**config.mk**
```make
export PLATFORM = sky130hd
export DESIGN_NAME = mem_scheduler
export DESIGN_NICKNAME = d
export VERILOG_FILES = /design/src/rtl/mem_scheduler_pkg.sv /design/src/rtl/mem_sched_pick.sv /design/src/rtl/mem_scheduler.sv
export SDC_FILE = /design/constraint.sdc
export NUM_CORES = 1
export LEC_CHECK = 0
export ABC_CLOCK_PERIOD_IN_PS = 3300
export BUFFER_PORTS_ARGS = -buffer_cell sky130_fd_sc_hd__buf_2
export CAP_MARGIN = 5
export CORE_MARGIN = 10
export CORE_UTILIZATION = 34
export DETAILED_ROUTE_END_ITERATION = 10
export GPL_TIMING_DRIVEN = 0
export SLEW_MARGIN = 20
export SYNTH_ARGS = -nofsm -noshare
export SYNTH_HDL_FRONTEND = slang
export SYNTH_SLANG_ARGS = --single-unit
```
**constraint.sdc**
```tcl
create_clock -name clock -period 3.3 [get_ports clock]
set_input_delay 0.66 -clock clock [delete_from_list [all_inputs] [get_ports clock]]
set_output_delay 0.66 -clock clock [all_outputs]
set_load 0.005 [all_outputs]
```
**src/rtl/mem_scheduler_pkg.sv**
```systemverilog
// mem_scheduler_pkg: request/response structs, scheduler state and port indices for mem_scheduler
package mem_scheduler_pkg;
  typedef struct packed {
    logic        mem_valid;
    logic        mem_instr;
    logic [31:0] mem_addr;
    logic [31:0] mem_wdata;
    logic [3:0]  mem_wstrb;
  } mem_in_type;
  typedef struct packed {
    logic        mem_ready;
    logic [31:0] mem_rdata;
  } mem_out_type;
  typedef enum logic {IDLE, BUSY} sched_state_type;
  localparam logic [1:0] PORT_DMEM = 2'd0;
  localparam logic [1:0] PORT_DMA  = 2'd1;
  localparam logic [1:0] PORT_IMEM = 2'd2;
endpackage

```
**src/rtl/mem_sched_pick.sv**
```systemverilog
// mem_sched_pick: one-hot picker; starved ports outrank the rest, lower port index wins within a class
module mem_sched_pick (
  input  logic [2:0] full,
  input  logic [2:0] starved,
  output logic [2:0] grant,
  output logic       any
);
  logic [2:0] hot, cand;
  always_comb begin
    hot   = full & starved;
    cand  = |hot ? hot : full;
    grant = cand[0] ? 3'b001 : cand[1] ? 3'b010 : cand[2] ? 3'b100 : 3'b000;
    any   = |full;
  end
endmodule

```
**src/rtl/mem_scheduler.sv**
```systemverilog
// mem_scheduler: shares one memory port between dmem, dma and imem with one-deep slots and aging arbitration.
// Build option MEM_SCHED_TIMEOUT_EN aborts transfers that see no memory_ready for TIMEOUT_CYCLES cycles.
module mem_scheduler
  import mem_scheduler_pkg::*;
#(
  parameter int STARVE_LIMIT   = 4,
  parameter int TIMEOUT_CYCLES = 255,
  parameter int CNT_W          = 8
) (
  input  logic        clock,
  input  logic        reset,
  input  mem_in_type  imem_in,
  output mem_out_type imem_out,
  input  mem_in_type  dmem_in,
  output mem_out_type dmem_out,
  input  mem_in_type  dma_in,
  output mem_out_type dma_out,
  output logic        memory_valid,
  output logic        memory_instr,
  output logic [31:0] memory_addr,
  output logic [31:0] memory_wdata,
  output logic [3:0]  memory_wstrb,
  input  logic [31:0] memory_rdata,
  input  logic        memory_ready,
  output logic        timeout_err
);
  if (STARVE_LIMIT < 1 || STARVE_LIMIT >= 2**CNT_W || TIMEOUT_CYCLES < 1 || TIMEOUT_CYCLES >= 2**CNT_W) begin : g_bad_cfg
    $error("mem_scheduler: STARVE_LIMIT/TIMEOUT_CYCLES out of range for CNT_W");
  end
  sched_state_type state, state_nx;
  mem_in_type [2:0] req_in, slot;
  mem_out_type [2:0] resp;
  mem_in_type sel;
  logic [2:0] full, full_nx, freed, capture, starved, gnt;
  logic [CNT_W-1:0] age [3];
  logic [CNT_W-1:0] age_nx [3];
  logic [1:0] owner, gnt_idx;
  logic busy, done, expire, any, grant_evt;
  assign req_in  = {imem_in, dma_in, dmem_in};
  assign busy    = state == BUSY;
  assign done    = busy & (memory_ready | expire);
  assign freed   = done ? 3'b001 << owner : 3'b000;
  assign capture = {imem_in.mem_valid, dma_in.mem_valid, dmem_in.mem_valid} & (~full | freed);
  assign full_nx = capture | (full & ~freed);
  // A freed slot and any new capture compete on the same edge, so grants run back-to-back.
  assign grant_evt = any & (~busy | (done & ~expire));
  assign gnt_idx   = gnt[PORT_DMEM] ? PORT_DMEM : gnt[PORT_DMA] ? PORT_DMA : PORT_IMEM;
  mem_sched_pick u_pick (
    .full    (full_nx),
    .starved (starved),
    .grant   (gnt),
    .any     (any)
  );
  always_comb begin
    state_nx = grant_evt ? BUSY : (busy && !done) ? BUSY : IDLE;
    for (int i = 0; i < 3; i++) begin
      starved[i] = age[i] >= CNT_W'(STARVE_LIMIT);
      age_nx[i]  = (!full_nx[i] || (grant_evt && gnt[i])) ? '0 :
                   (grant_evt && age[i] != '1) ? age[i] + 1'b1 : age[i];
      resp[i].mem_ready = freed[i];
      resp[i].mem_rdata = (freed[i] && !expire) ? memory_rdata : '0;
    end
  end
  always_ff @(posedge clock) begin
    if (reset) begin
      state <= IDLE;
      full  <= '0;
      owner <= PORT_DMEM;
      for (int i = 0; i < 3; i++) age[i] <= '0;
    end else begin
      state <= state_nx;
      full  <= full_nx;
      if (grant_evt) owner <= gnt_idx;
      for (int i = 0; i < 3; i++) begin
        if (capture[i]) slot[i] <= req_in[i];
        age[i] <= age_nx[i];
      end
    end
  end
`ifdef MEM_SCHED_TIMEOUT_EN
  logic [CNT_W-1:0] tcnt;
  assign expire = busy & (tcnt == CNT_W'(TIMEOUT_CYCLES)) & ~memory_ready;
  always_ff @(posedge clock) begin
    if (reset) tcnt <= '0;
    else if (grant_evt) tcnt <= CNT_W'(1);
    else if (busy) tcnt <= tcnt + 1'b1;
  end
`else
  assign expire = 1'b0;
`endif
  assign sel          = slot[owner];
  assign memory_valid = busy & sel.mem_valid;
  assign memory_instr = busy & sel.mem_instr;
  assign memory_addr  = busy ? sel.mem_addr : '0;
  assign memory_wdata = busy ? sel.mem_wdata : '0;
  assign memory_wstrb = busy ? sel.mem_wstrb : '0;
  assign timeout_err  = expire;
  assign dmem_out     = resp[PORT_DMEM];
  assign dma_out      = resp[PORT_DMA];
  assign imem_out     = resp[PORT_IMEM];
endmodule

```
==> metrics.yaml, run 1 <==
sta:
  layout_min_cycle_time_ns: 3.099
  hold_viol: 0
  worst_slack_ns: 0.2009
  slew_violations: 0
  setup_viol: 0
  timing.fmax_ghz: 0.3227
  fin_worst_skew_ns: 0.01419
  rsz0062_at_grt: "false"
  fin_crit_sh_pct: 93.91
  worst_slew_pin_slew_ns: 0.7004
  slew_headroom_pct: 53.31
global_routing:
  grt_max_degree: 49
  grt_pass1_wl_um: 52560
  antenna_found_initial: 15
  gr-total-overflow: 0
  grt_pass1_vias: 8577
  grt_usage_pct: 17.55
route:
  num_vias: 8028
  viasPerCell: 4.742
  drc_errors: 0
  avgRoutedWirePerCell_um: 21.10
  wl_um: 35730
  dr.pass1.iters: 4
  detail-route-antenna-nets: 0
  first_iter_violations: 446
setup_path:
  path_buf_inv: 4
  cp_cell_sequence: "clkbuf_4, nor2b_1, clkbuf_2, clkbuf_2, nand2_1, o21ai_0, and2_1, buf_2"
  critPathTopFamily: "buffers and inverters"
  slowest_stage: "dfxtp_1"
  worstPathRequired_ns: 2.64
  critPathKind: "flop to primary output"
  path_common_cell: "clkbuf_2"
  cp.arrival_ns: 2.44
  start_kind: "flop"
  worstPathMaxFanout: 10
  cp-end-kind: "primary output"
  slowest_delay_ns: 0.37
status:
  status: "complete, no violations"
final_layout:
  final_util_pct: 46.49
  final_cells: 1693
  fillerInstances: 2836
  finalInstanceArea_um2: 14220
  nNetsFinal: 1521
  mostFrequentLayoutCell: "buf_2"
  areaGrowthSynthToFinish_pct: 34.76
  final_cell_mix: "buf_2 (423), edfxtp_1 (210), and2_1 (166)"
  drive_above_1_share_pct: 38.73
floorplanning:
  rows: 64
  io_pins: 415
  fp.dieArea_um2: 38490
  core-area_um2: 30590
  die_h_um: 196.2
  start_util_pct: 34.50
  die_w_um: 196.2
power:
  powerDensity_nw_per_um2: 523.7
  peakVddDrop_uv: 391.4
  p_leak_nw: 5.793
  power_mw: 7.448
synthesis:
  synth_flop_cell: "edfxtp_1"
  syn_area_um2: 10550
  synth_fp_nets: 1076
  syn_inst: 825
  yosys_warnings: 0
  synthArstFlopShare_pct: 0
  syn_area_per_cell_um2: 12.79
  synth_edf_count: 210
  synth_seq_cells: 240
  ys_seq_area_share_pct: 65.44
  synth_cell_types: 51
clock_network:
  numCtsBuffers: 27
  htree_num_levels: 1
  ctsRootBufferMaster: "clkbuf_16"
  clkSinkCount: 240
  cts_setup_buffers: 0
  cts_tree: "yes"
  clk_pin_slew_ns: 0.06
  clockBufferDepth: 3
  clock_latency_ns: 0.55
placement:
  post-dp-hpwl_um: 27510
  numPortBuffers: 413
  dp_slack_ns: -0.2470
  gp_congestion: 0.8244
  place_area_um2: 13210
  dp_cells: 1637
worst_hold_path:
  hold_path.class: "input port to flop"
job:
  maxCapViolCount: 0
-- sequential cells by signal, indices dropped and copies added, names as in the netlist --
register,count
owner,2
full,3
busy,1
slot,210
age,24
-- layer usage --
layer	vias up	routed length, um	GRT usage (%)
met5	-	76	0
met3	61	3124	5.814
met4	12	599	4.327
met2	354	18100	31.34
met1	3730	13830	19.66
li1	3871	-	-
-- cell type report --
cell class	instances	area, um^2	share of cell area (%)
Antenna cell	6	15.01	0.1056
Buffer	46	215.2	1.513
Clock buffer	30	686.9	4.830
Clock inverter	20	296.5	2.085
Inverter	12	45.04	0.3167
Multi-Input combinational cell	527	3420	24.04
Sequential cell	240	6907	48.56
Tap cell	396	495.5	3.484
Timing Repair Buffer	416	2142	15.06
-- path summary, 6_finish.rpt --
kind	start	to	slack, ns	depth (start not counted)
setup / recovery	owner[1]$_SDFFE_PP0P_	memory_wdata[24]	0.20	8
hold / removal	imem_in[50]	slot[190]$_DFFE_PP_	0.28	1
setup reg to reg	owner[1]$_SDFFE_PP0P_	slot[13]$_DFFE_PP_	1.12	4
hold reg to reg	age[0][21]$_SDFFE_PP0P_	age[0][21]$_SDFFE_PP0P_	0.51	2
-- metrics by stage --
stage	TNS, ns	hold WS, ns
global placement	-236.32	0.4883
global route	0	0.2572
floorplan	0	0.4641
finish	0	0.2793
detailed placement	-1.842	0.4962
CTS	0	0.2578
-- kinds of logic (layout without fill, tap and decap cells) --
kind of cell	Yosys count	in the layout	share of synthesized area, %
AO/OA/AOI/OAI	122	122	7.386
AND/OR/NAND/NOR	323	323	17.02
other	1	7	0.03553
XOR/XNOR	3	3	0.2490
multiplexers	72	72	6.829
adder cells (fa/ha/maj)	6	6	0.7113
flip-flops	240	240	65.44
buffers and inverters	58	524	2.324
-- where the power goes --
part	total, mW	switching (mW)	internal, mW
Combinational	0.692	0.381	0.311
Clock	3.28	1.23	2.05
Sequential	3.47	0.0348	3.44
Total	7.45	1.65	5.80
-- worst register-to-register path: cells and delay by family, from the launching register on --
kind,cells,cell delay (ns)
simple gates,1,0.29
flops,1,0.33
buf+inv,2,0.57
compound gates,1,0.61
-- timing repair --
item                       in CTS  in global routing
setup endpoints to repair      70                  7
gates resized for setup         8                  6
hold buffers                    0                  0
-- synth_stat cells (6+ instances only) --
cell type / number / area, um^2
dfxtp_1: 30 / 600.6
nor2_1: 20 / 75.07
ha_1: 6 / 75.07
edfxtp_1: 210 / 6306
inv_1: 12 / 45.04
nand2_1: 84 / 315.3
and2_1: 166 / 1039
o21ai_0: 73 / 365.4
mux2i_1: 72 / 720.7
nand3_1: 10 / 50.05
a21oi_1: 17 / 85.08
buf_2: 10 / 50.05
clkbuf_1: 33 / 123.9
Power figures use the tool's default switching activity.
==> run 2, diff against run 1 <==
- CTS_BUF_LIST: default -> sky130_fd_sc_hd__clkbuf_16
==> run 2 against run 1 <==
Net effect: clock power hardly changed; sequential share of layout area is the same; sequential power hardly changed; largest power group unchanged.
==> metrics.yaml, run 2 (synthesis gave the netlist of run 1 again) <==
route:
  dr.pass1.iters: 4  # unchanged
  wl_um: 35720  # about the same
  first_iter_violations: 446  # unchanged
  detail-route-antenna-nets: 0  # unchanged
  drc_errors: 0  # unchanged
  num_vias: 8032  # +0.050%
  avgRoutedWirePerCell_um: 21.10  # about the same
  viasPerCell: 4.744  # about the same
sta:
  fin_worst_skew_ns: 0.01429  # +0.00009690 ns
  worst_slew_pin_slew_ns: 0.7004  # +0.0000007749 ns
  fin_hold_ws_ns: 0.2791  # -0.0001600 ns
  hold_viol: 0  # unchanged
  rsz0062_at_grt: "false"
  setup_viol: 0  # unchanged
  slew_headroom_pct: 53.31  # unchanged
  fin_crit_sh_pct: 93.91  # about the same
  timing.fmax_ghz: 0.3227  # about the same
  tns_ns: 0  # unchanged
  layout_min_cycle_time_ns: 3.099  # -0.00001000 ns
  slew_violations: 0  # unchanged
final_layout:
  multiInputGateArea_um2: 3420  # unchanged
  largest_reg_flops: 210  # unchanged
  top_regs: "slot x210, age x24, full x3"
  final_cells: 1693  # unchanged
  final_util_pct: 46.49  # unchanged
  drive_above_1_share_pct: 38.73  # unchanged
  areaGrowthSynthToFinish_pct: 34.76  # unchanged
  seqCellArea_um2: 6907  # unchanged
  nNetsFinal: 1521  # unchanged
  top_register: "slot"
  mostFrequentLayoutCell: "buf_2"
  final_cell_mix: "buf_2 (423), edfxtp_1 (210), and2_1 (166)"
  fillerInstances: 2836  # unchanged
  finalInstanceArea_um2: 14220  # unchanged
setup_path:
  critPathTopFamily: "buffers and inverters"
  cp.arrival_ns: 2.44  # about the same
  slowest_delay_ns: 0.37  # about the same
  worstPathMaxFanout: 10  # unchanged
  path_buf_inv: 4  # unchanged
  critPathKind: "flop to primary output"
  start_kind: "flop"
  cp_cell_sequence: "clkbuf_4, nor2b_1, clkbuf_2, clkbuf_2, nand2_1, o21ai_0, and2_1, buf_2"
  worstPathRequired_ns: 2.64  # about the same
  cp-end-kind: "primary output"
  path_common_cell: "clkbuf_2"
  slowest_stage: "dfxtp_1"
placement:
  place_area_um2: 13210  # unchanged
  post-dp-hpwl_um: 27510  # unchanged
  dp_cells: 1637  # unchanged
  numPortBuffers: 413  # unchanged
  gp_congestion: 0.8244  # unchanged
global_routing:
  grt_pass1_vias: 8577  # unchanged
  antenna_found_initial: 15  # unchanged
  grt_max_degree: 49  # unchanged
  gr-total-overflow: 0  # unchanged
  grt_pass1_wl_um: 52560  # unchanged
  grt_usage_pct: 17.55  # unchanged
clock_network:
  cts_tree: "yes"
  clkSinkCount: 240  # unchanged
  cts_setup_buffers: 0  # unchanged
  numCtsBuffers: 27  # unchanged
  clk_pin_slew_ns: 0.06  # about the same
  ctsRootBufferMaster: "clkbuf_16"
  clock_latency_ns: 0.55  # about the same
  clockBufferDepth: 3  # unchanged
  cts_hold_buf: 0  # unchanged
  htree_num_levels: 1  # unchanged
floorplanning:
  die_h_um: 196.2  # unchanged
  io_pins: 415  # unchanged
  rows: 64  # unchanged
  core-area_um2: 30590  # unchanged
  die_w_um: 196.2  # unchanged
  start_util_pct: 34.50  # unchanged
  fp.dieArea_um2: 38490  # unchanged
power:
  intPower_mw: 5.794  # -0.16%
  peakVddDrop_uv: 391.9  # +0.12%
  seqPwrFrac_pct: 46.7  # about the same
  powerDensity_nw_per_um2: 523.1  # -0.12%
  combPwrFrac_pct: 9.3  # about the same
  p_switching_mw: 1.646  # about the same
  pwr-share-clk_pct: 44.0  # about the same
  p_leak_nw: 5.806  # +0.21%
  p_sw_share_pct: 22.12  # +0.036 points
status:
  status: "complete, no violations"
worst_hold_path:
  hold_path.class: "input port to flop"
job:
  maxCapViolCount: 0  # unchanged
==> run 2: worst paths after layout <==
| check | from | end | slack (ns) | cells past startpoint |
|---|---|---|---|---|
| setup / recovery | owner[1]$_SDFFE_PP0P_ | memory_wdata[24] | 0.20 | 8 |
| hold / removal | imem_in[50] | slot[190]$_DFFE_PP_ | 0.28 | 1 |
| setup reg to reg | owner[1]$_SDFFE_PP0P_ | slot[13]$_DFFE_PP_ | 1.12 | 4 |
| hold reg to reg | age[0][21]$_SDFFE_PP0P_ | age[0][21]$_SDFFE_PP0P_ | 0.51 | 2 |
==> run 2: power groups by stage <==
stage                     Clock [mW]  Sequential, mW  Combinational (mW)
after CTS                       3.35            3.47               0.710
after global routing            3.49            3.48               0.770
final                           3.28            3.47               0.692
after detailed placement           0            3.54               0.705
after global placement             0            3.55               0.685
after floorplan                    0            3.53               0.312
==> run 2: cell type report <==
cell class / count / share of cell area, %
diodes: 6 / 0.1056
plain buffers: 46 / 1.513
clock buffers: 27 / 4.751
clock inverters: 23 / 2.164
inverters: 12 / 0.3167
multi-input cells: 527 / 24.04
flip-flops and latches: 240 / 48.56
well taps: 396 / 3.484
repair buffers: 416 / 15.06
==> run 2: per-layer routing <==
metal  up-vias  share of wire [%]  GRT usage (%)
met3        61                8.8          5.814
met2       357                 51          31.34
met4        12                1.7          4.327
met5         -               0.21              0
li1       3873                  -              -
met1      3729                 39          19.66
==> run 2: worst register-to-register path: cells and delay by family (launching register included) <==
| family | cells | cell delay [ns] |
|---|---|---|
| flip-flops | 1 | 0.33 |
| buffers and inverters | 2 | 0.57 |
| AND/OR/NAND/NOR | 1 | 0.29 |
| AO/OA/AOI/OAI | 1 | 0.61 |
==> run 2: what timing repair did <==
action	4_1_cts	5_1_grt
gates cloned	0	0
gates resized for setup	8	6
endpoints found under the setup margin	70	7
==> run 2: stage by stage <==
step / setup slack, ns / power (mW)
floorplan: 0.2556 / 3.845
global placement: -1.202 / 4.233
detailed placement: -0.2470 / 4.242
CTS: 0.01912 / 7.531
global route: 0.04669 / 7.740
finish: 0.2009 / 7.440
